===== src/rtl/alu_arbiter_if.sv =====
// Request/response bundle between the two issue sources and alu_arbiter.
// master = requester side, slave = arbiter side.
interface alu_arbiter_if #(
    parameter int unsigned DATA_WIDTH = 32
);
    logic                  req0_valid;
    logic                  req0_ready;
    logic [DATA_WIDTH-1:0] req0_a;
    logic [DATA_WIDTH-1:0] req0_b;
    logic [2:0]            req0_op;
    logic                  req1_valid;
    logic                  req1_ready;
    logic [DATA_WIDTH-1:0] req1_a;
    logic [DATA_WIDTH-1:0] req1_b;
    logic [2:0]            req1_op;
    logic                  rsp0_valid;
    logic                  rsp0_ready;
    logic                  rsp1_valid;
    logic                  rsp1_ready;
    logic [DATA_WIDTH-1:0] rsp_result;
    logic                  rsp_less;
    logic                  rsp_err;

    modport master (
        output req0_valid, req0_a, req0_b, req0_op,
        output req1_valid, req1_a, req1_b, req1_op,
        output rsp0_ready, rsp1_ready,
        input  req0_ready, req1_ready,
        input  rsp0_valid, rsp1_valid, rsp_result, rsp_less, rsp_err
    );

    modport slave (
        input  req0_valid, req0_a, req0_b, req0_op,
        input  req1_valid, req1_a, req1_b, req1_op,
        input  rsp0_ready, rsp1_ready,
        output req0_ready, req1_ready,
        output rsp0_valid, rsp1_valid, rsp_result, rsp_less, rsp_err
    );
endinterface


===== src/rtl/alu_arbiter.sv =====
// Round-robin sharing of one combinational ALU between two requesters, one op in flight.
// Define ALU_ARB_OPCHECK_EN to flag opcodes 011/100/101 as illegal via rsp_err.
module alu_arbiter #(
    parameter int unsigned DATA_WIDTH = 32
) (
    input  logic                  clk,
    input  logic                  rst_n,
    alu_arbiter_if.slave          bus,
    output logic [DATA_WIDTH-1:0] alu_a,
    output logic [DATA_WIDTH-1:0] alu_b,
    output logic [2:0]            alu_opcode,
    input  logic [DATA_WIDTH-1:0] alu_out,
    input  logic                  alu_less
);
    localparam logic [2:0] OP_SLT = 3'b111;

    typedef enum logic [1:0] {
        IDLE,
        EXEC,
        RESP
    } state_t;

    state_t                state;
    logic                  last;
    logic                  owner;
    logic                  grant0;
    logic                  grant1;
    logic                  accept;
    logic                  consume;
    logic [DATA_WIDTH-1:0] sel_a;
    logic [DATA_WIDTH-1:0] sel_b;
    logic [2:0]            sel_op;
    logic [DATA_WIDTH-1:0] exec_result;
    logic                  exec_less;
    logic                  rsp0_valid_q;
    logic                  rsp1_valid_q;
    logic [DATA_WIDTH-1:0] result_q;
    logic                  less_q;
`ifdef ALU_ARB_OPCHECK_EN
    logic                  sel_illegal;
    logic                  op_err;
    logic                  err_q;
`endif

    // last==1 means req1 was served most recently, so req0 wins a tie
    always_comb begin
        grant0 = 1'b0;
        grant1 = 1'b0;
        if (state == IDLE) begin
            if (bus.req0_valid && bus.req1_valid) begin
                grant0 = last;
                grant1 = ~last;
            end else begin
                grant0 = bus.req0_valid;
                grant1 = bus.req1_valid;
            end
        end
    end

    assign accept = grant0 | grant1;
    assign sel_a  = grant1 ? bus.req1_a  : bus.req0_a;
    assign sel_b  = grant1 ? bus.req1_b  : bus.req0_b;
    assign sel_op = grant1 ? bus.req1_op : bus.req0_op;

    assign consume = owner ? bus.rsp1_ready : bus.rsp0_ready;

`ifdef ALU_ARB_OPCHECK_EN
    assign sel_illegal = (sel_op == 3'b011) || (sel_op == 3'b100) || (sel_op == 3'b101);
`endif

    always_comb begin
        exec_result = alu_out;
        exec_less   = 1'b0;
        if (alu_opcode == OP_SLT) begin
            exec_result = DATA_WIDTH'(alu_less);
            exec_less   = alu_less;
        end
`ifdef ALU_ARB_OPCHECK_EN
        // alu_opcode is stale for an illegal op, so the error overrides it
        if (op_err) begin
            exec_result = '0;
            exec_less   = 1'b0;
        end
`endif
    end

    always_ff @(posedge clk or negedge rst_n) begin
        if (!rst_n) begin
            state        <= IDLE;
            last         <= 1'b1;
            owner        <= 1'b0;
            alu_a        <= '0;
            alu_b        <= '0;
            alu_opcode   <= '0;
            rsp0_valid_q <= 1'b0;
            rsp1_valid_q <= 1'b0;
            result_q     <= '0;
            less_q       <= 1'b0;
`ifdef ALU_ARB_OPCHECK_EN
            op_err       <= 1'b0;
            err_q        <= 1'b0;
`endif
        end else begin
            case (state)
                IDLE: begin
                    if (accept) begin
                        owner <= grant1;
                        last  <= grant1;
                        state <= EXEC;
`ifdef ALU_ARB_OPCHECK_EN
                        op_err <= sel_illegal;
                        if (!sel_illegal) begin
                            alu_a      <= sel_a;
                            alu_b      <= sel_b;
                            alu_opcode <= sel_op;
                        end
`else
                        alu_a      <= sel_a;
                        alu_b      <= sel_b;
                        alu_opcode <= sel_op;
`endif
                    end
                end
                EXEC: begin
                    result_q     <= exec_result;
                    less_q       <= exec_less;
                    rsp0_valid_q <= ~owner;
                    rsp1_valid_q <= owner;
`ifdef ALU_ARB_OPCHECK_EN
                    err_q        <= op_err;
`endif
                    state        <= RESP;
                end
                RESP: begin
                    if (consume) begin
                        rsp0_valid_q <= 1'b0;
                        rsp1_valid_q <= 1'b0;
                        state        <= IDLE;
                    end
                end
                default: state <= IDLE;
            endcase
        end
    end

    assign bus.req0_ready = grant0;
    assign bus.req1_ready = grant1;
    assign bus.rsp0_valid = rsp0_valid_q;
    assign bus.rsp1_valid = rsp1_valid_q;
    assign bus.rsp_result = result_q;
    assign bus.rsp_less   = less_q;
`ifdef ALU_ARB_OPCHECK_EN
    assign bus.rsp_err    = err_q;
`else
    assign bus.rsp_err    = 1'b0;
`endif
endmodule


===== src/flat_wrapper.sv =====
// flat-port wrapper written by rule: the top's interface ports become plain ports
module alu_arbiter_flat 
#(
    parameter int unsigned DATA_WIDTH = 32
)
  (clk, rst_n, alu_a, alu_b, alu_opcode, alu_out, alu_less, bus_req0_valid, bus_req0_a, bus_req0_b, bus_req0_op, bus_req1_valid, bus_req1_a, bus_req1_b, bus_req1_op, bus_rsp0_ready, bus_rsp1_ready, bus_req0_ready, bus_req1_ready, bus_rsp0_valid, bus_rsp1_valid, bus_rsp_result, bus_rsp_less, bus_rsp_err);
  alu_arbiter_if #(.DATA_WIDTH(DATA_WIDTH)) bus_i ();
  input  logic clk;
  input  logic rst_n;
  output logic [DATA_WIDTH-1:0] alu_a;
  output logic [DATA_WIDTH-1:0] alu_b;
  output logic [2:0] alu_opcode;
  input  logic [DATA_WIDTH-1:0] alu_out;
  input  logic alu_less;
  input wire logic [$bits(bus_i.req0_valid)-1:0] bus_req0_valid;
  input wire logic [$bits(bus_i.req0_a)-1:0] bus_req0_a;
  input wire logic [$bits(bus_i.req0_b)-1:0] bus_req0_b;
  input wire logic [$bits(bus_i.req0_op)-1:0] bus_req0_op;
  input wire logic [$bits(bus_i.req1_valid)-1:0] bus_req1_valid;
  input wire logic [$bits(bus_i.req1_a)-1:0] bus_req1_a;
  input wire logic [$bits(bus_i.req1_b)-1:0] bus_req1_b;
  input wire logic [$bits(bus_i.req1_op)-1:0] bus_req1_op;
  input wire logic [$bits(bus_i.rsp0_ready)-1:0] bus_rsp0_ready;
  input wire logic [$bits(bus_i.rsp1_ready)-1:0] bus_rsp1_ready;
  output wire logic [$bits(bus_i.req0_ready)-1:0] bus_req0_ready;
  output wire logic [$bits(bus_i.req1_ready)-1:0] bus_req1_ready;
  output wire logic [$bits(bus_i.rsp0_valid)-1:0] bus_rsp0_valid;
  output wire logic [$bits(bus_i.rsp1_valid)-1:0] bus_rsp1_valid;
  output wire logic [$bits(bus_i.rsp_result)-1:0] bus_rsp_result;
  output wire logic [$bits(bus_i.rsp_less)-1:0] bus_rsp_less;
  output wire logic [$bits(bus_i.rsp_err)-1:0] bus_rsp_err;
  assign bus_i.req0_valid = bus_req0_valid;
  assign bus_i.req0_a = bus_req0_a;
  assign bus_i.req0_b = bus_req0_b;
  assign bus_i.req0_op = bus_req0_op;
  assign bus_i.req1_valid = bus_req1_valid;
  assign bus_i.req1_a = bus_req1_a;
  assign bus_i.req1_b = bus_req1_b;
  assign bus_i.req1_op = bus_req1_op;
  assign bus_i.rsp0_ready = bus_rsp0_ready;
  assign bus_i.rsp1_ready = bus_rsp1_ready;
  assign bus_req0_ready = bus_i.req0_ready;
  assign bus_req1_ready = bus_i.req1_ready;
  assign bus_rsp0_valid = bus_i.rsp0_valid;
  assign bus_rsp1_valid = bus_i.rsp1_valid;
  assign bus_rsp_result = bus_i.rsp_result;
  assign bus_rsp_less = bus_i.rsp_less;
  assign bus_rsp_err = bus_i.rsp_err;
  alu_arbiter #(.DATA_WIDTH(DATA_WIDTH)) u_core (.clk(clk), .rst_n(rst_n), .bus(bus_i), .alu_a(alu_a), .alu_b(alu_b), .alu_opcode(alu_opcode), .alu_out(alu_out), .alu_less(alu_less));
endmodule

===== config.mk =====
export PLATFORM = sky130hd
export DESIGN_NAME = alu_arbiter_flat
export DESIGN_NICKNAME = d
export VERILOG_FILES = /design/src/rtl/alu_arbiter_if.sv /design/src/rtl/alu_arbiter.sv /design/src/flat_wrapper.sv
export SDC_FILE = /design/constraint.sdc
export NUM_CORES = 1
export LEC_CHECK = 0
export ABC_CLOCK_PERIOD_IN_PS = 3400
export CORE_ASPECT_RATIO = 2
export CORE_MARGIN = 5
export CORE_UTILIZATION = 42
export CTS_CLUSTER_SIZE = 14
export DETAILED_ROUTE_END_ITERATION = 16
export HOLD_SLACK_MARGIN = 0.08
export PLACE_DENSITY = 0.85
export SYNTH_ARGS = -nofsm -noshare
export SYNTH_HDL_FRONTEND = slang
export SYNTH_SLANG_ARGS = --single-unit

===== constraint.sdc =====
create_clock -name clk -period 3.4 [get_ports clk]
set_input_delay 0.34 -clock clk [delete_from_list [all_inputs] [get_ports clk]]
set_output_delay 0.34 -clock clk [all_outputs]
set_load 0.01 [all_outputs]

## Word level (Yosys, flattened, before mapping)

Cells that the tools add are included.

| storage, ports and cells | value |
|---|---|
| word-level logic and storage cells | 40 |
| output and inout port bits | 105 |
| bits of input ports | 173 |
| latch bits | 0 |
| bits in read-only memories | 0 |
| memory bits (writable) | 0 |
| register bits after elaboration | 106 |
| memories | 0 |

| cells by class | value |
|---|---|
| divide/modulo/power cells | 0 |
| shift-type cells | 0 |
| equality and inequality tests | 5 |
| reductions and logical operators | 6 |
| $mul | 0 |
| order comparisons | 0 |
| add/sub/neg operators | 0 |
| bitwise operators | 3 |
| mux-type cells | 16 |

Operator list:

| kind | number |
|---|---|
| two-way mux 32 bit | 3 |
| two-way mux 1 bit | 7 |
| case mux 2 bit (3 select lines) | 1 |
| AND reduction 2 bit | 3 |
| two-way mux 2 bit | 2 |
| != test 2 x 1 -> 1 bit, second input constant | 2 |
| case mux 1 bit (2 select lines) | 2 |
| == test 3 bit, second input constant | 1 |
| two-way mux 3 bit | 1 |
| == test 2 x 1 -> 1 bit, second input constant | 1 |
| == test 2 bit, second input constant | 1 |
| zero test 2 bit | 1 |
| inverter 1 bit | 2 |
| nonzero test 2 bit | 1 |
| logical AND 1 bit | 1 |
| bitwise OR 1 bit | 1 |

## Depth between registers and ports, before layout

Gate-level depths: netlist of the first run.

| depth | value |
|---|---|
| word-level depth | 6 |
| mapped depth | 6 |

## Worst setup path before layout of the first run

OpenSTA, ideal clock, no wires.

| timing | value |
|---|---|
| path type | reg2out |
| start point | register u_core.last |
| end point | output port bus_req1_ready |
| stages on the path, launching flop included | 6 |
| data arrival time | 1221 ps |
| path slack | 1839 ps |
| path buffers | 3 |
| cells stage by stage | dfstp_2 -> buf_2 -> nand2_2 -> clkbuf_1 -> clkbuf_2 -> and2_1 |

| on the way | value |
|---|---|
| cells in the longest elaborated chain, start to end | 3 |

RTL lines:

| element | line | text |
|---|---|---|
| start, declared | alu_arbiter.sv:24 | `logic last;` |
| start signal, assigned | alu_arbiter.sv:108 | `last <= grant1;` |
| inverter 1 bit | alu_arbiter.sv:52 | `grant1 = ~last;` |
| two-way mux 1 bit | alu_arbiter.sv:50 | `if (bus.req0_valid && bus.req1_valid) begin` |
| two-way mux 1 bit | alu_arbiter.sv:49 | `if (state == IDLE) begin` |
| end, declared | flat_wrapper.sv:26 | `output wire logic [$bits(bus_i.req1_ready)-1:0] bus_req1_ready;` |

Every way passes these cells.

## Worst setup path after layout of the first run

| timing | value |
|---|---|
| start point | register u_core.last |
| end point | output port bus_req0_ready |

| on the way | value |
|---|---|
| cells in the longest elaborated chain, start to end | 2 |

RTL lines:

| element | line | text |
|---|---|---|
| two-way mux 1 bit | alu_arbiter.sv:50 |  |
| two-way mux 1 bit | alu_arbiter.sv:49 |  |
| end, declared | flat_wrapper.sv:25 | `output wire logic [$bits(bus_i.req0_ready)-1:0] bus_req0_ready;` |

Every way passes these cells.

==> results of run 1 <==
## per-layer routing
layer  vias to the layer above  share of wire
li1                       2434              -
met1                      2665           0.35
met2                       284           0.53
met3                        59          0.077
met4                         2          0.045
met5                         -        0.00068
## final cells by class
class / instances / area share
clock buffers: 12 / 0.0308
clock inverters: 4 / 0.00406
inverters: 3 / 0.00135
multi-input cells: 334 / 0.282
flip-flops and latches: 106 / 0.319
well taps: 150 / 0.0225
repair buffers: 287 / 0.341
## report_power, final
part	internal [mW]	switching [mW]	total [mW]
clock network	0.544	0.471	1.01
logic	1.81	1.73	3.54
registers	1.88	0.413	2.29
## layout by cell type, fill, tap and decap left out, types with 2 or more instances in the layout
cell type,synthesis,final
a21oi_1,3,3
a22o_1,31,31
and3_1,67,67
buf_4,2,12
clkbuf_16,0,9
clkbuf_8,0,2
clkdlybuf4s50_1,0,274
clkinv_4,0,2
dfrtp_1,105,105
inv_1,2,2
nand2_1,4,4
nand3_1,2,2
nand3b_1,71,71
nor2_1,2,2
nor2_4,0,2
o2111ai_1,67,67
o21ai_0,58,58
o21ai_1,11,11
## cells in the mapped netlist, drive strengths merged
cell type / n
nor3: 1
nor2b: 2
nor2: 4
buf: 20
a221oi: 1
dfstp: 1
nand3b: 71
o21bai: 1
mux2i: 1
nand2b: 1
a22o: 31
nor3b: 1
inv: 3
a31oi: 1
nand3: 2
o2111ai: 67
clkbuf: 48
conb: 1
a21boi: 1
or2: 1
nand2: 5
a21oi: 3
and3: 67
o21ai: 69
nand4: 1
and2: 1
dfrtp: 105
o211a: 1
## per-stage QoR
stage / cell area (um2) / hold slack, ns / setup slack [ns]
after floorplan: 5300 / 0.0444 / 1.84
after global placement: 8040 / 0.475 / 1.22
after detailed placement: 8040 / 0.482 / 1.22
after CTS: 8330 / 0.221 / 1.15
after global routing: 8330 / 0.289 / 1.05
final: 8330 / 0.179 / 1.15
## sequential cells by signal, summed over array words and instances (netlist names), 2 cells and up
name and cells:
u_core.alu_a 32, u_core.alu_b 32, u_core.alu_opcode 3, u_core.bus.rsp_result 32
u_core.state 2
## logic make-up after synthesis
group                  count (synthesis)
AOI/OAI and AO/OA                    175
and+or+nand+nor                      157
DFF                                  106
buffers and inverters                 71
muxes                                  1
other                                  1
## worst max path at each step
stage               startpoint               to  slack (ns)  cells after the start
6_report           u_core.last   bus_req0_ready        1.15                      2
5_1_grt        u_core.state[1]  u_core.alu_a[7]        1.05                      3
4_1_cts            u_core.last   bus_req0_ready        1.15                      2
3_5_place_dp    bus_req1_valid   bus_req1_ready        1.22                      4
3_3_place_gp    bus_req1_valid   bus_req1_ready        1.22                      4
2_1_floorplan      u_core.last   bus_req1_ready        1.84                      5
==> key figures, run 1 <==
Yosys
  • #FFs+latches synth: 106
  • Post-synthesis compound-gate area fraction: 0.238
  • Synthesized area per cell: 10.4 um2
  • Post-Syn Area: around 5300 um2
  • Synth area leaders: dfrtp_1 (50%), o2111ai_1 (11%), nand3b_1 (10%), and3_1 (7.9%), o21ai_0 (5.5%)
  • Synth Area in Adders: 0
  • XOR/XNOR Fraction of Synth Area: 0
  • Seq/Total Area, Yosys: 0.501
  • Synth Warn #: 0
  • Synth cell types: 36
  • Syn_nets: a little under 700
  • Main combinational cell family by area after synthesis: compound AO/OA/AOI/OAI gates
  • Post-synthesis cell count: between 500 and 600
  • Area share of the largest cell type after synthesis: 0.496
  • Synth Area in Simple Gates: 0.201
  • Mux cell area share after synthesis: 0.00189
  • Most area-hungry cell type in the Yosys netlist: dfrtp_1

Setup path
  • Required time worst endpoint: 3.06 ns
  • Critical-path top delay cell: dfstp_2
  • CP top delay family: flip-flops
  • Worst Setup End Kind: output pin
  • Critical path peak fanout: 20
  • Register-to-Register Path Depth: 3
  • Worst-path cell chain: o211a_1 -> clkdlybuf4s50_1
  • Buf/Inv on CP: 1
  • Setup CP Type: reg2out
  • FF-to-FF setup slack: ~1.3 ns
  • CP Launch Type: flop
  • R2R Path End: u_core.alu_a[9]
  • CP arrival: 1.91 ns
  • Crit path largest cell delay: approximately 0.8 ns
  • Worst r2r src: u_core.state[1]

Timing
  • Skew final: roughly 0.015 ns
  • Fin. max-slew vios: 0
  • Highest clock rate: between 400 and 500 MHz
  • Setup_tns: 0 ns
  • Final setup violation count: 0
  • Unrepaired setup endpoints after global routing: false
  • Final hold violations: 0
  • Slew headroom: 0.208
  • Tcrit/Tclk final: 0.663
  • Worst-Margin Slew: roughly 1.2 ns
  • Crit path time final: between 2 and 2.5 ns

Clock tree
  • Post_cts resized: 0
  • CTS tree: built
  • Inserted Clock Buffers: 9
  • H-tree depth: 3
  • CTS Sinks: between 100 and 150
  • CTS Root Cell: clkbuf_16
  • CTS clk-pin slew, worst paths: approximately 0.08 ns
  • Hold-fix buffers, CTS: 0
  • Skew-Pair Late Insertion Delay: 0.34 ns
  • CTS Buffer Depth: 2
  • Setup bufs post-CTS: 0

GRT
  • Vias in the first global route: 5,780
  • Met3 usage: 0.0531
  • Global-route wire length before repair: about 30,000 um
  • Antenna violations before repair: 1
  • GR Util All Layers: 0.248
  • GR Util met1: 0.276
  • Grt peak-use layer: met2
  • M2 GR Usage: 0.430
  • Pin count of the biggest net entering global routing: 84
  • Total grt overflow: 0

Drt
  • Antenna Violating Nets Remaining: 0
  • First-iteration detailed-routing DRC count: about 270
  • Final WL: 19,200 um
  • DRT Pass-1 Iters: 6
  • Via density: between 6 and 7
  • Vias: approximately 5,400
  • Drt wl/cell: 21.4 um
  • Drt drc: 0

Outcome
  • Status: complete, no violations

Floorplanning
  • Die X: between 80 and 90 um
  • Row cnt: 58
  • Area of the core: about 12,000 um2
  • Die Y: 169 um
  • Die ar.: ~15,000 um2
  • Initial core utilization: 0.424
  • Top-Level Pins: around 280

Pwr
  • Leak pwr: roughly 3.5 nW
  • P per Cell Area: roughly 820 nW/um2
  • VDD IR max: between 500 and 600 uV
  • Total Power: 6.85 mW

Placement
  • GPL Wtd Cong: between 0.8 and 0.9
  • Port Buffer Count: ~280
  • Dpl hpwl: about 13,000 um
  • Cells after DPL: 880

Finish
  • Layout cell share with drive strength beyond 1: 0.0483
  • Multi-input gate area: 2350 um2
  • FF/Latch Area: about 2700 um2
  • Fill count: a little over 1,000
  • Ant diodes: 0
  • Fin nets: 914
  • Non-filler instance count after layout: 896
  • Final core utilization: 0.667
  • Synthesis-to-finish area growth: 57.3%

Min path
  • Hold WC Path Type: in2async

Flow run
  • Max Cap Violations: 0
No activity file was read; power rests on OpenSTA's default activity.
==> inputs of run 2 (changes only) <==
Settings changed: ABC_CLOCK_PERIOD_IN_PS 3400 to 2200, CORE_UTILIZATION 42 to 40, PLACE_DENSITY 0.85 to 0.81.
Clock period 3.4 ns to 2.2 ns, I/O delays scaled along.
==> run 2 against run 1 <==
Setup slack got worse by 0.96 ns; combinational power rose by 59%; flip-flop and latch count is the same; die area up 4.6%; non-clock buffer count is 6 higher; global-route usage fell by 0.95 points; cell area increased by 1.2%; utilization is 1.9 points lower; via count shrank 1.6%; critical path type unchanged.
==> key figures, run 2 (synthesized netlist as in run 1, its figures left out) <==
Setup path
  • Worst Setup End Kind: output pin
  • Setup CP Type: reg2out
  • Critical path peak fanout: 11
  • CP Launch Type: flop
  • Critical-path top delay cell: clkdlybuf4s50_1
  • Required time worst endpoint: 1.98 ns
  • CP top delay family: buffers and inverters
  • FF-to-FF setup slack: approximately 0.33 ns
  • Buf/Inv on CP: 1
  • CP arrival: roughly 1.8 ns
  • Crit path largest cell delay: 0.54 ns
  • Worst-path cell chain: nor3b_4 -> and2_1 -> clkdlybuf4s50_1

GRT
  • Antenna violations before repair: 0
  • Met3 usage: 0.0496
  • Pin count of the biggest net entering global routing: roughly 70
  • M2 GR Usage: 0.433
  • Grt peak-use layer: met2
  • GR Util met1: 0.263
  • Vias in the first global route: around 5,700
  • Total grt overflow: 0
  • GR Util All Layers: 0.239
  • Global-route wire length before repair: 30,500 um

Clock tree
  • CTS Sinks: 106
  • Skew-Pair Late Insertion Delay: between 0.3 and 0.4 ns
  • CTS clk-pin slew, worst paths: ~0.070 ns
  • CTS tree: built
  • H-tree depth: 3
  • CTS Buffer Depth: 2
  • Inserted Clock Buffers: 9
  • Post_cts resized: 0
  • CTS Root Cell: clkbuf_16

Drt
  • Drt wl/cell: 21.6 um
  • Drt drc: 0
  • Antenna Violating Nets Remaining: 0
  • Final WL: between 15,000 and 20,000 um
  • First-iteration detailed-routing DRC count: ~330
  • DRT Pass-1 Iters: 5
  • Via density: approximately 5.9
  • Vias: around 5,400

Placement
  • Port Buffer Count: ~280
  • Dpl hpwl: ~14,000 um
  • Cells after DPL: around 890
  • GPL Wtd Cong: between 0.7 and 0.8

Pwr
  • P per Cell Area: between 1000 and 1500 nW/um2
  • VDD IR max: about 900 uV
  • Leak pwr: between 3 and 4 nW
  • Total Power: about 11 mW

Floorplanning
  • Row cnt: 59
  • Area of the core: ~13,000 um2
  • Die ar.: roughly 16,000 um2
  • Die X: slightly above 90 um
  • Die Y: around 170 um
  • Top-Level Pins: roughly 280
  • Initial core utilization: 0.408

Finish
  • Fin nets: 920
  • Non-filler instance count after layout: 904
  • Most frequent cells in the layout: clkdlybuf4s50_1 (274), dfrtp_1 (105), nand3b_1 (71), and3_1 (67), o2111ai_1 (67)
  • Layout cell share with drive strength beyond 1: 0.0545
  • Ant diodes: 0
  • Synthesis-to-finish area growth: 59.2%
  • Commonest non-fill, non-tap cell in the layout: clkdlybuf4s50_1

Timing
  • Final setup violation count: 0
  • Worst-Margin Slew: 0.765 ns
  • Fin. max-slew vios: 0
  • Tcrit/Tclk final: 0.915
  • Highest clock rate: 497 MHz
  • Worst hold slack: approximately 0.22 ns
  • Skew final: roughly 0.011 ns
  • Unrepaired setup endpoints after global routing: false
  • Crit path time final: between 2 and 2.5 ns
  • Setup_tns: 0 ns
  • Slew headroom: 0.490
  • Final hold violations: 0

Min path
  • Hold WC Path Type: in2reg

Outcome
  • Status: complete, no violations

Flow run
  • Max Cap Violations: 0
## run 2: changes by cell type in the layout (fill, tap and decap cells not counted)
cell and change:
buf_12 +3, buf_4 +2, bufinv_16 +1, clkbuf_8 -2
dlygate4sd3_1 +1, inv_6 +1
## run 2: path summary, 6_finish.rpt
kind,startpoint,endpoint,cells after the start
max in group asynchronous,rst_n,u_core.alu_b[29],3
min in group asynchronous,rst_n,u_core.bus.rsp_result[25],2
worst max-delay path,u_core.state[1],bus_req1_ready,3
worst max register to register,u_core.state[1],u_core.alu_a[3],4
worst min register to register,u_core.bus.rsp_result[0],u_core.bus.rsp_result[0],2
worst min-delay path,bus_req0_valid,u_core.last,2
## run 2: where the power goes
| group | switching (mW) | total, mW | internal (mW) |
|---|---|---|---|
| logic | 2.73 | 5.62 | 2.89 |
| registers | 0.599 | 3.50 | 2.91 |
| clock network | 0.739 | 1.64 | 0.896 |
## run 2: layout make-up
cell class                 instances  area [um2]
clock buffer                      10         229
clock inverter                     6        72.6
fill                            1045        4560
inverter                           3        11.3
multi-input combinational        334        2350
sequential                       106        2650
tap                              152         190
timing repair buffer             293        2920
## run 2: worst register-to-register path: stages (launching register included)
cell and delay (ns):
dfrtp_1 0.52, or2_2 0.64, buf_4 0.33, o21ai_0 0.18, nand3b_1 0.09
## run 2: through the flow
step / util / worst slack, ns / area (um2)
global route: 0.649 / 0.0873 / 8430
global placement: 0.625 / 0.276 / 8120
CTS: 0.649 / 0.168 / 8430
floorplan: - / 0.701 / 5300
detailed placement: 0.625 / 0.198 / 8120
finish: 0.649 / 0.188 / 8430
## run 2: what timing repair did
action	in CTS	in global routing
hold endpoints to repair	37	0
setup buffers	0	0
hold buffers	1	0
## run 2: per-layer routing
metal,part of all wire,vias to the layer above
met4,0.045,0
met5,0,-
met3,0.069,52
met2,0.53,286
li1,-,2447
met1,0.36,2573
==> inputs of run 3 (changes only) <==
Settings changed: GPL_TIMING_DRIVEN set to 0.
==> run 3 against run 2 <==
Critical path type unchanged; highest routed layer unchanged; cell count grew 5.9%; worst hold slack gained 0.22 ns; clock-buffer cell count grew 1; utilization grew 1.3 points; cell area grew 2.0%; clock skew grew 0.0035 ns; global-route usage grew 2.1 points.
==> key figures, run 3 (synthesized netlist as in run 1, its figures left out) <==
Outcome
  • Status: complete, no violations

Timing
  • Highest clock rate: approximately 490 MHz
  • Fin. max-slew vios: 0
  • Final setup violation count: 0
  • Slew headroom: 0.586
  • Crit path time final: slightly above 2 ns
  • Worst-Margin Slew: 0.621 ns
  • Worst hold slack: 0.440 ns
  • Skew final: approximately 0.014 ns
  • Tcrit/Tclk final: 0.929
  • Final hold violations: 0
  • Unrepaired setup endpoints after global routing: false

Clock tree
  • CTS tree: built
  • CTS Root Cell: clkbuf_16
  • H-tree depth: 3
  • CTS clk-pin slew, worst paths: roughly 0.07 ns
  • CTS Buffer Depth: 2
  • Inserted Clock Buffers: 9
  • Skew-Pair Late Insertion Delay: about 0.35 ns
  • CTS Sinks: between 100 and 150

Pwr
  • Sw Ratio: 0.389
  • Switching pwr: approximately 4.3 mW
  • Clock share of power: 0.141
  • Internal: roughly 6.7 mW
  • Leak pwr: ~3.7 nW
  • Combinational share of power: 0.542
  • Total Power: ~11 mW
  • Sequential Power Share: 0.317
  • VDD IR max: ~840 uV
  • P per Cell Area: 1280 nW/um2

GRT
  • Pin count of the biggest net entering global routing: 62
  • GR Util All Layers: 0.260
  • Grt peak-use layer: met2
  • Vias in the first global route: around 6,200
  • Antenna violations before repair: 0
  • Global-route wire length before repair: between 30,000 and 40,000 um
  • M2 GR Usage: 0.470
  • Total grt overflow: 0
  • GR Util met1: 0.287
  • Met3 usage: 0.0461

Drt
  • Antenna Violating Nets Remaining: 0
  • DRT Pass-1 Iters: 4
  • Via density: 5.89
  • Drt drc: 0
  • Final WL: roughly 21,000 um
  • Drt wl/cell: between 20 and 25 um
  • Vias: about 5,600
  • First-iteration detailed-routing DRC count: approximately 320

Floorplanning
  • Die Y: around 170 um
  • Top-Level Pins: between 200 and 300
  • Area of the core: about 13,000 um2
  • Die X: between 90 and 100 um
  • Row cnt: 59
  • Die ar.: between 15,000 and 20,000 um2
  • Initial core utilization: 0.408

Finish
  • Multi-input gate area: between 2000 and 2500 um2
  • Fin nets: 973
  • Most frequent cells in the layout: clkdlybuf4s50_1 (272), dfrtp_1 (105), nand3b_1 (71), and3_1 (67), o2111ai_1 (67)
  • Layout cell share with drive strength beyond 1: 0.0609
  • Cell area after layout: between 8000 and 9000 um2
  • Synthesis-to-finish area growth: 62.4%
  • Commonest non-fill, non-tap cell in the layout: clkdlybuf4s50_1
  • Fill count: about 1,100
  • FF/Latch Area: ~2700 um2
  • Ant diodes: 0

Min path
  • Hold WC Path Type: in2async

Setup path
  • Critical path peak fanout: 14
  • Setup CP Type: reg2out
  • CP arrival: approximately 1.8 ns
  • Required time worst endpoint: between 1.5 and 2 ns
  • CP Launch Type: flop
  • Worst Setup End Kind: output pin

Placement
  • GPL Wtd Cong: approximately 0.88
  • Port Buffer Count: between 200 and 300
  • Dpl hpwl: between 15,000 and 20,000 um
  • Area after DPL: about 8300 um2

Flow run
  • Max Cap Violations: 0
[run 3: cell count changes in the layout (fill, tap and decap cells not counted), sizes merged]
cell	previous run	this run
buf	18	24
bufinv	1	0
clkbuf	10	58
clkdlybuf4s50	274	272
clkinv	2	3
dlygate4sd2	0	2
inv	5	4
[run 3: worst paths after layout]
kind | slack [ns] | end | start | depth (start not counted)
max in group asynchronous | 1.03 | u_core.alu_a[0] | rst_n | 3
worst max-delay path | 0.16 | bus_req1_ready | u_core.last | 4
min in group clk | 0.46 | u_core.alu_b[14] | bus_req0_b[14] | 3
worst max register to register | 0.45 | u_core.alu_a[26] | u_core.state[1] | 6
worst min-delay path | 0.44 | u_core.bus.rsp_result[29] | rst_n | 2
worst min register to register | 0.51 | u_core.bus.rsp_result[0] | u_core.bus.rsp_result[0] | 2
[run 3: layer usage]
metal  wire length, um  up-vias
met2             11300      290
met5                 0        -
met1              7640     2724
li1                  -     2553
met4              1020        0
met3              1270       67
[run 3: power groups by stage]
stage | clock network (mW) | logic, mW | registers (mW)
after floorplan | 0 | 2.37 | 3.81
after global placement | 0 | 5.74 | 3.42
after detailed placement | 0 | 5.90 | 3.46
after CTS | 1.58 | 5.98 | 3.47
after global routing | 1.66 | 6.39 | 3.58
final | 1.55 | 5.96 | 3.48
[run 3: stage by stage]
step	TNS, ns	utilization	setup WS (ns)	instances
floorplan	0	-	0.701	511
global placement	-323.55	0.634	-3.07	938
detailed placement	-0.322	0.636	-0.307	939
CTS	0	0.662	0.124	957
global route	0	0.662	0.0639	957
finish	0	0.662	0.156	957
[run 3: repair_timing]
action                                  in CTS  in global routing
resized for setup                           11                  0
buffers inserted                             3                  0
endpoints found under the setup margin       2                  0
hold endpoints to repair                    44                  0
hold buffers                                 1                  0
[run 3: worst max-delay path, cell delays in order, from the launching register on]
cell and delay (ns):
dfstp_2 0.64, nand2_4 0.13, clkbuf_2 0.22, and2_1 0.20, dlygate4sd2_1 0.29
[run 3: cell type report]
cell class / count / area share
clock buffers: 11 / 0.0282
repair buffers: 280 / 0.326
clock inverters: 5 / 0.00451
plain buffers: 66 / 0.0358
inverters: 3 / 0.00131
well taps: 152 / 0.0221
flip-flops and latches: 106 / 0.309
multi-input cells: 334 / 0.273
==> patch 1, RTL diff (settings of run 3) <==
Build with the macro `ALU_ARB_OPCHECK_EN` defined.
--- a/src/rtl/alu_arbiter.sv
+++ b/src/rtl/alu_arbiter.sv
@@ -1,4 +1,6 @@
 // Round-robin sharing of one combinational ALU between two requesters, one op in flight.
 // Define ALU_ARB_OPCHECK_EN to flag opcodes 011/100/101 as illegal via rsp_err.
+`define ALU_ARB_OPCHECK_EN
+
 module alu_arbiter #(
     parameter int unsigned DATA_WIDTH = 32
Function: changed (Yosys sat finds a counterexample within 4 cycles, from zero or initial values and one cycle with rst_n low).
==> patch 1 against run 3 <==
Synthesized area decreased by 3.6%. Routed wire length shrank 20%. Total power up 2.7%. Sequential cell count is 2 higher. Cell count shrank 16%. Design area down 0.96%. Sequential power grew 1%. Worst setup slack worse by 0.093 ns. Global-route usage fell by 4.2 points. Highest routed layer unchanged.
==> patch 1: results (changes against run 3) <==
[status]
outcome = completed  ; unchanged

[power]
p_sw_mw = 3.66  ; was 4.27 mW
p_seq_share_pct = 31.2  ; was 31.7%
p_leak_nw = 3.62  ; was 3.66 nW
max-vdd-ir-drop_v = 0.00104  ; was 0.000844 V
p_clk_mw = 1.82  ; was 1.55 mW

[global_route]
grt_usage_pct = 21.8  ; was 26.0%
grt_pass1_wl_mm = 26.6  ; was 33.1 mm
grt_antenna_before_repair = 1  ; was 0
grt_max_degree = 57  ; was 62
grt_pass1_vias = 4839  ; was 6,161
grt_overflow = 0  ; unchanged

[sta]
worst_pin_slew_ns = 0.722  ; was 0.621 ns
slew_violations = 0  ; unchanged
holdWs_ns = 0.457  ; was 0.440 ns
clock_skew_ns = 0.0129  ; was 0.0142 ns

[synth]
async_reset_ff_share_pct = 100  ; unchanged
syn_nets = 528  ; was 684
synth.top_cells.by_count = dfrtp_1 (107), mux2_2 (92), mux2_4 (39)  ; was dfrtp_1 (105), nand3b_1 (71), and3_1 (67), o2111ai_1 (67), o21ai_0 (58)
synth_cell_types = 37  ; was 36
synth_ff_type = dfrtp_1  ; unchanged
synth_area_leaders = dfrtp_1 (52%), mux2_2 (20%), mux2_4 (11%)  ; was dfrtp_1 (50%), o2111ai_1 (11%), nand3b_1 (10%)
synth_warnings = 0  ; unchanged
yosysSeqAreaShare_pct = 53.0  ; was 50.1%

[cts]
numCtsBuffers = 9  ; unchanged
cts_root_buffer = clkbuf_16  ; unchanged
clk-insertion-delay-late_ns = 0.34
htree_levels = 3  ; unchanged
clockBufferDepth = 2  ; unchanged

[worst_setup_path]
worstSetupPathType = reg2reg  ; was reg2out
r2r_cells = 7  ; was 6
reg2reg_from = u_core.state[1]$_DFFE_PN0P_  ; unchanged
reg2reg_setup_slack_ns = 0.06  ; was 0.45 ns
crit_fanout = 10  ; was 14
r2r-end = u_core.alu_b[0]$_DFFE_PN0P_  ; was u_core.alu_a[26]$_DFFE_PN0P_

[place]
globalplace.congestion = 0.809  ; was 0.878
post-dp-hpwl_mm = 13.4  ; was 16.4 mm
portBuffers = 277  ; was 275

[route]
wl_per_cell_um = 21.0  ; was 22.1 um
top_layer_used = met4  ; unchanged
drtIter0Drc = 143  ; was 324
met1_length_mm = 5.95  ; was 7.64 mm
wl_met3_um = 852  ; was 1.27 mm
met2_length_mm = 9.55  ; was 11.3 mm
vias_per_cell = 5.13  ; was 5.89

[final_layout]
num-nets-final = 824  ; was 973
drive_gt1_share_pct = 27.1  ; was 6.09%
fillCellCount = 929  ; was 1,093

[worst_hold_path]
hold_class = in2async  ; unchanged

==> patch 1: through the flow <==
step	instances	setup slack, ns	cell area (sq um)	util, %	total power, mW
4_1_cts	802	0.0384	8470	67.5	11.4
3_5_place_dp	783	-0.219	8090	64.4	9.42
5_1_grt	807	-0.0154	8520	67.8	11.9
3_3_place_gp	782	-3.10	8070	64.2	9.25
6_report	807	0.0632	8520	67.8	11.3
2_1_floorplan	355	0.377	5100	-	6.51
==> patch 1: what timing repair did <==
item / CTS / global route
endpoints found under the hold margin: 52 / 0
setup buffers: 2 / 4
pin swaps: 2 / 1
endpoints found under the setup margin: 1 / 46
hold buffers: 1 / 0
resized for setup: 4 / 3
==> patch 1: worst max-delay path, stage by stage (launching register included) <==
cell and delay [ns]:
dfrtp_1 0.36, buf_2 0.18, a211oi_4 0.30, o2111ai_2 0.20
a21oi_2 0.26, buf_6 0.20, buf_6 0.20, mux2_4 0.32
==> patch 1: area by class of cell <==
class                      count  area (sq um)  share of cell area, %
timing repair buffer         285          2850                   33.5
sequential                   108          2700                   31.7
multi-input combinational    217          2250                   26.4
clock buffer                   9           225                   2.64
tap                          150           188                   2.20
buffer                        23           154                   1.81
clock inverter                 7           119                   1.40
inverter                       7          26.3                  0.309
antenna                        1          2.50                 0.0294
==> patch 1: per-layer routing <==
metal / track usage, % / up-vias
li1: - / 1886
met1: 23.0 / 2054
met2: 41.2 / 164
met3: 4.53 / 34
met4: 8.94 / 0
met5: 0 / -
==> patch 1: kinds of logic after synthesis <==
family | share of synthesized area, %
multiplexers | 32.2
flip-flops | 53.0
AO/OA/AOI/OAI | 8.73
AND/OR/NAND/NOR | 2.82
buffers and inverters | 3.33
==> patch 2, RTL diff (settings of run 3) <==
Without the edit above. Encoding of `state_t`: now one-hot (3 bits for 3 states).
--- a/src/rtl/alu_arbiter.sv
+++ b/src/rtl/alu_arbiter.sv
@@ -15,8 +15,8 @@
     localparam logic [2:0] OP_SLT = 3'b111;
 
-    typedef enum logic [1:0] {
-        IDLE,
-        EXEC,
-        RESP
+    typedef enum logic [2:0] {
+        IDLE = 3'b001,
+        EXEC = 3'b010,
+        RESP = 3'b100
     } state_t;
 
Function: no difference found for any inputs over 4 cycles, from zero or initial values and one cycle with rst_n low; so few cycles prove little.
==> patch 2 against run 3 <==
Synthesized area fell by 7.0%. Sequential cell count rose by 1. Die area fell by 6.4%. Critical path depth did not move. Routed wire length fell by 7.3%. Design area fell by 4.7%. Non-clock buffer count fell by 8. Worst setup slack got worse by 0.059 ns. Fmax fell by 2.8%. First-iteration DRC count fell by 30%. Synthesized cell count fell by 1.6%. Total power rose by 2.8%. Largest power group unchanged.
==> patch 2: results (changes against run 3) <==
[synth]
yosysSeqAreaShare_pct = 54.4  ; was 50.1%
avgSynthCellArea_sq_um = 9.79  ; was 10.4 sq um
synth_cell_types = 32  ; was 36
synth_area_leaders = dfrtp_1 (53%), a31oi_1 (8.5%), o21ai_0 (7.1%)  ; was dfrtp_1 (50%), o2111ai_1 (11%), nand3b_1 (10%)
synth.top_cells.by_count = dfrtp_1 (105), o21ai_0 (70), a21oi_1 (68), nand3_1 (68), a31oi_1 (67)  ; was dfrtp_1 (105), nand3b_1 (71), and3_1 (67), o2111ai_1 (67), o21ai_0 (58)
syn_nets = 676  ; was 684

[global_route]
met3_usage_pct = 5.49  ; was 4.61%
grt_max_degree = 73  ; was 62
grt_antenna_before_repair = 0  ; unchanged
gr-usage-met2_pct = 47.3  ; was 47.0%
grt_usage_pct = 26.0  ; about the same
grt_pass1_vias = 5810  ; was 6,161
grt_pass1_wl_mm = 30.0  ; was 33.1 mm
use_met1_pct = 28.2  ; was 28.7%

[route]
drtIter0Drc = 226  ; was 324
wl_per_cell_um = 20.8  ; was 22.1 um
met2_length_mm = 10.6  ; was 11.3 mm
route.vias.total = 5408  ; was 5,634
firstDrtPassIters = 5  ; was 4
met1_length_mm = 6.72  ; was 7.64 mm
wl_met3_mm = 1.66  ; was 1.27 mm
routed_wl_mm = 19.6  ; was 21.2 mm

[worst_setup_path]
max_stage_delay_ns = 0.57  ; was 0.64 ns
reg2reg_setup_slack_ns = 0.31  ; was 0.45 ns
r2r-end = u_core.alu_b[9]$_DFFE_PN0P_  ; was u_core.alu_a[26]$_DFFE_PN0P_
cp.arrival_ns = 1.88  ; was 1.82 ns
crit_path_start = u_core.state[0]$_DFFE_PN1P_  ; was u_core.last$_DFFE_PN1P_
crit_fanout = 10  ; was 14
endpoint = bus_req0_ready  ; was bus_req1_ready

[sta]
worst_pin_slew_ns = 0.524  ; was 0.621 ns
holdWs_ns = 0.385  ; was 0.440 ns
clock_skew_ns = 0.0118  ; was 0.0142 ns
period_share_pct = 95.6  ; was 92.9%

[place]
post-dp-hpwl_mm = 15.5  ; was 16.4 mm
dpl-instance-area_sq_um = 7900  ; was 8260 sq um
dp.cells = 927  ; was 939
portBuffers = 276  ; was 275
globalplace.congestion = 0.858  ; was 0.878
dp_slack_ns = -0.341  ; was -0.307 ns

[power]
p_leak_nw = 3.23  ; was 3.66 nW
max-vdd-ir-drop_v = 0.000793  ; was 0.000844 V
power_frac_comb_pct = 54.8  ; was 54.2%
p_seq_mw = 3.54  ; was 3.48 mW
p_sw_mw = 4.51  ; was 4.27 mW
powerDensity_nw_per_um2 = 1380  ; was 1280 nW/um^2

[status]
outcome = completed  ; unchanged

[die]
initial_core_util_pct = 40.6  ; was 40.8%

[final_layout]
fillCellCount = 998  ; was 1,093
antennaDiodeCount = 0  ; unchanged
drive_gt1_share_pct = 9.05  ; was 6.09%
num-nets-final = 964  ; was 973

[cts]
clk_pin_slew_ns = 0.08
cts_root_buffer = clkbuf_16  ; unchanged

patch 2: timing repair:
action / 4_1_cts / 5_1_grt
hold buffers: 1 / 0
setup endpoints to repair: 2 / 2
resized for setup: 7 / 1
hold endpoints to repair: 35 / 0
gates cloned: 0 / 0
buffers inserted: 1 / 0
patch 2: area by class of cell:
class | instances | area (sq um) | area share, %
clock inverters | 7 | 60.1 | 0.733
well taps | 147 | 184 | 2.24
repair buffers | 279 | 2800 | 34.2
plain buffers | 59 | 308 | 3.76
flip-flops and latches | 107 | 2680 | 32.7
inverters | 4 | 15.0 | 0.183
multi-input cells | 331 | 1920 | 23.5
clock buffers | 9 | 225 | 2.75
patch 2: kinds of logic (layout without fill, tap and decap cells):
logic type | after synthesis | in the layout | synth area share, %
flip-flops | 107 | 107 | 54.4
AO/OA/AOI/OAI | 246 | 246 | 29.7
buffers and inverters | 65 | 358 | 6.71
other | 1 | 1 | 0.0761
AND/OR/NAND/NOR | 83 | 83 | 8.89
multiplexers | 1 | 1 | 0.229
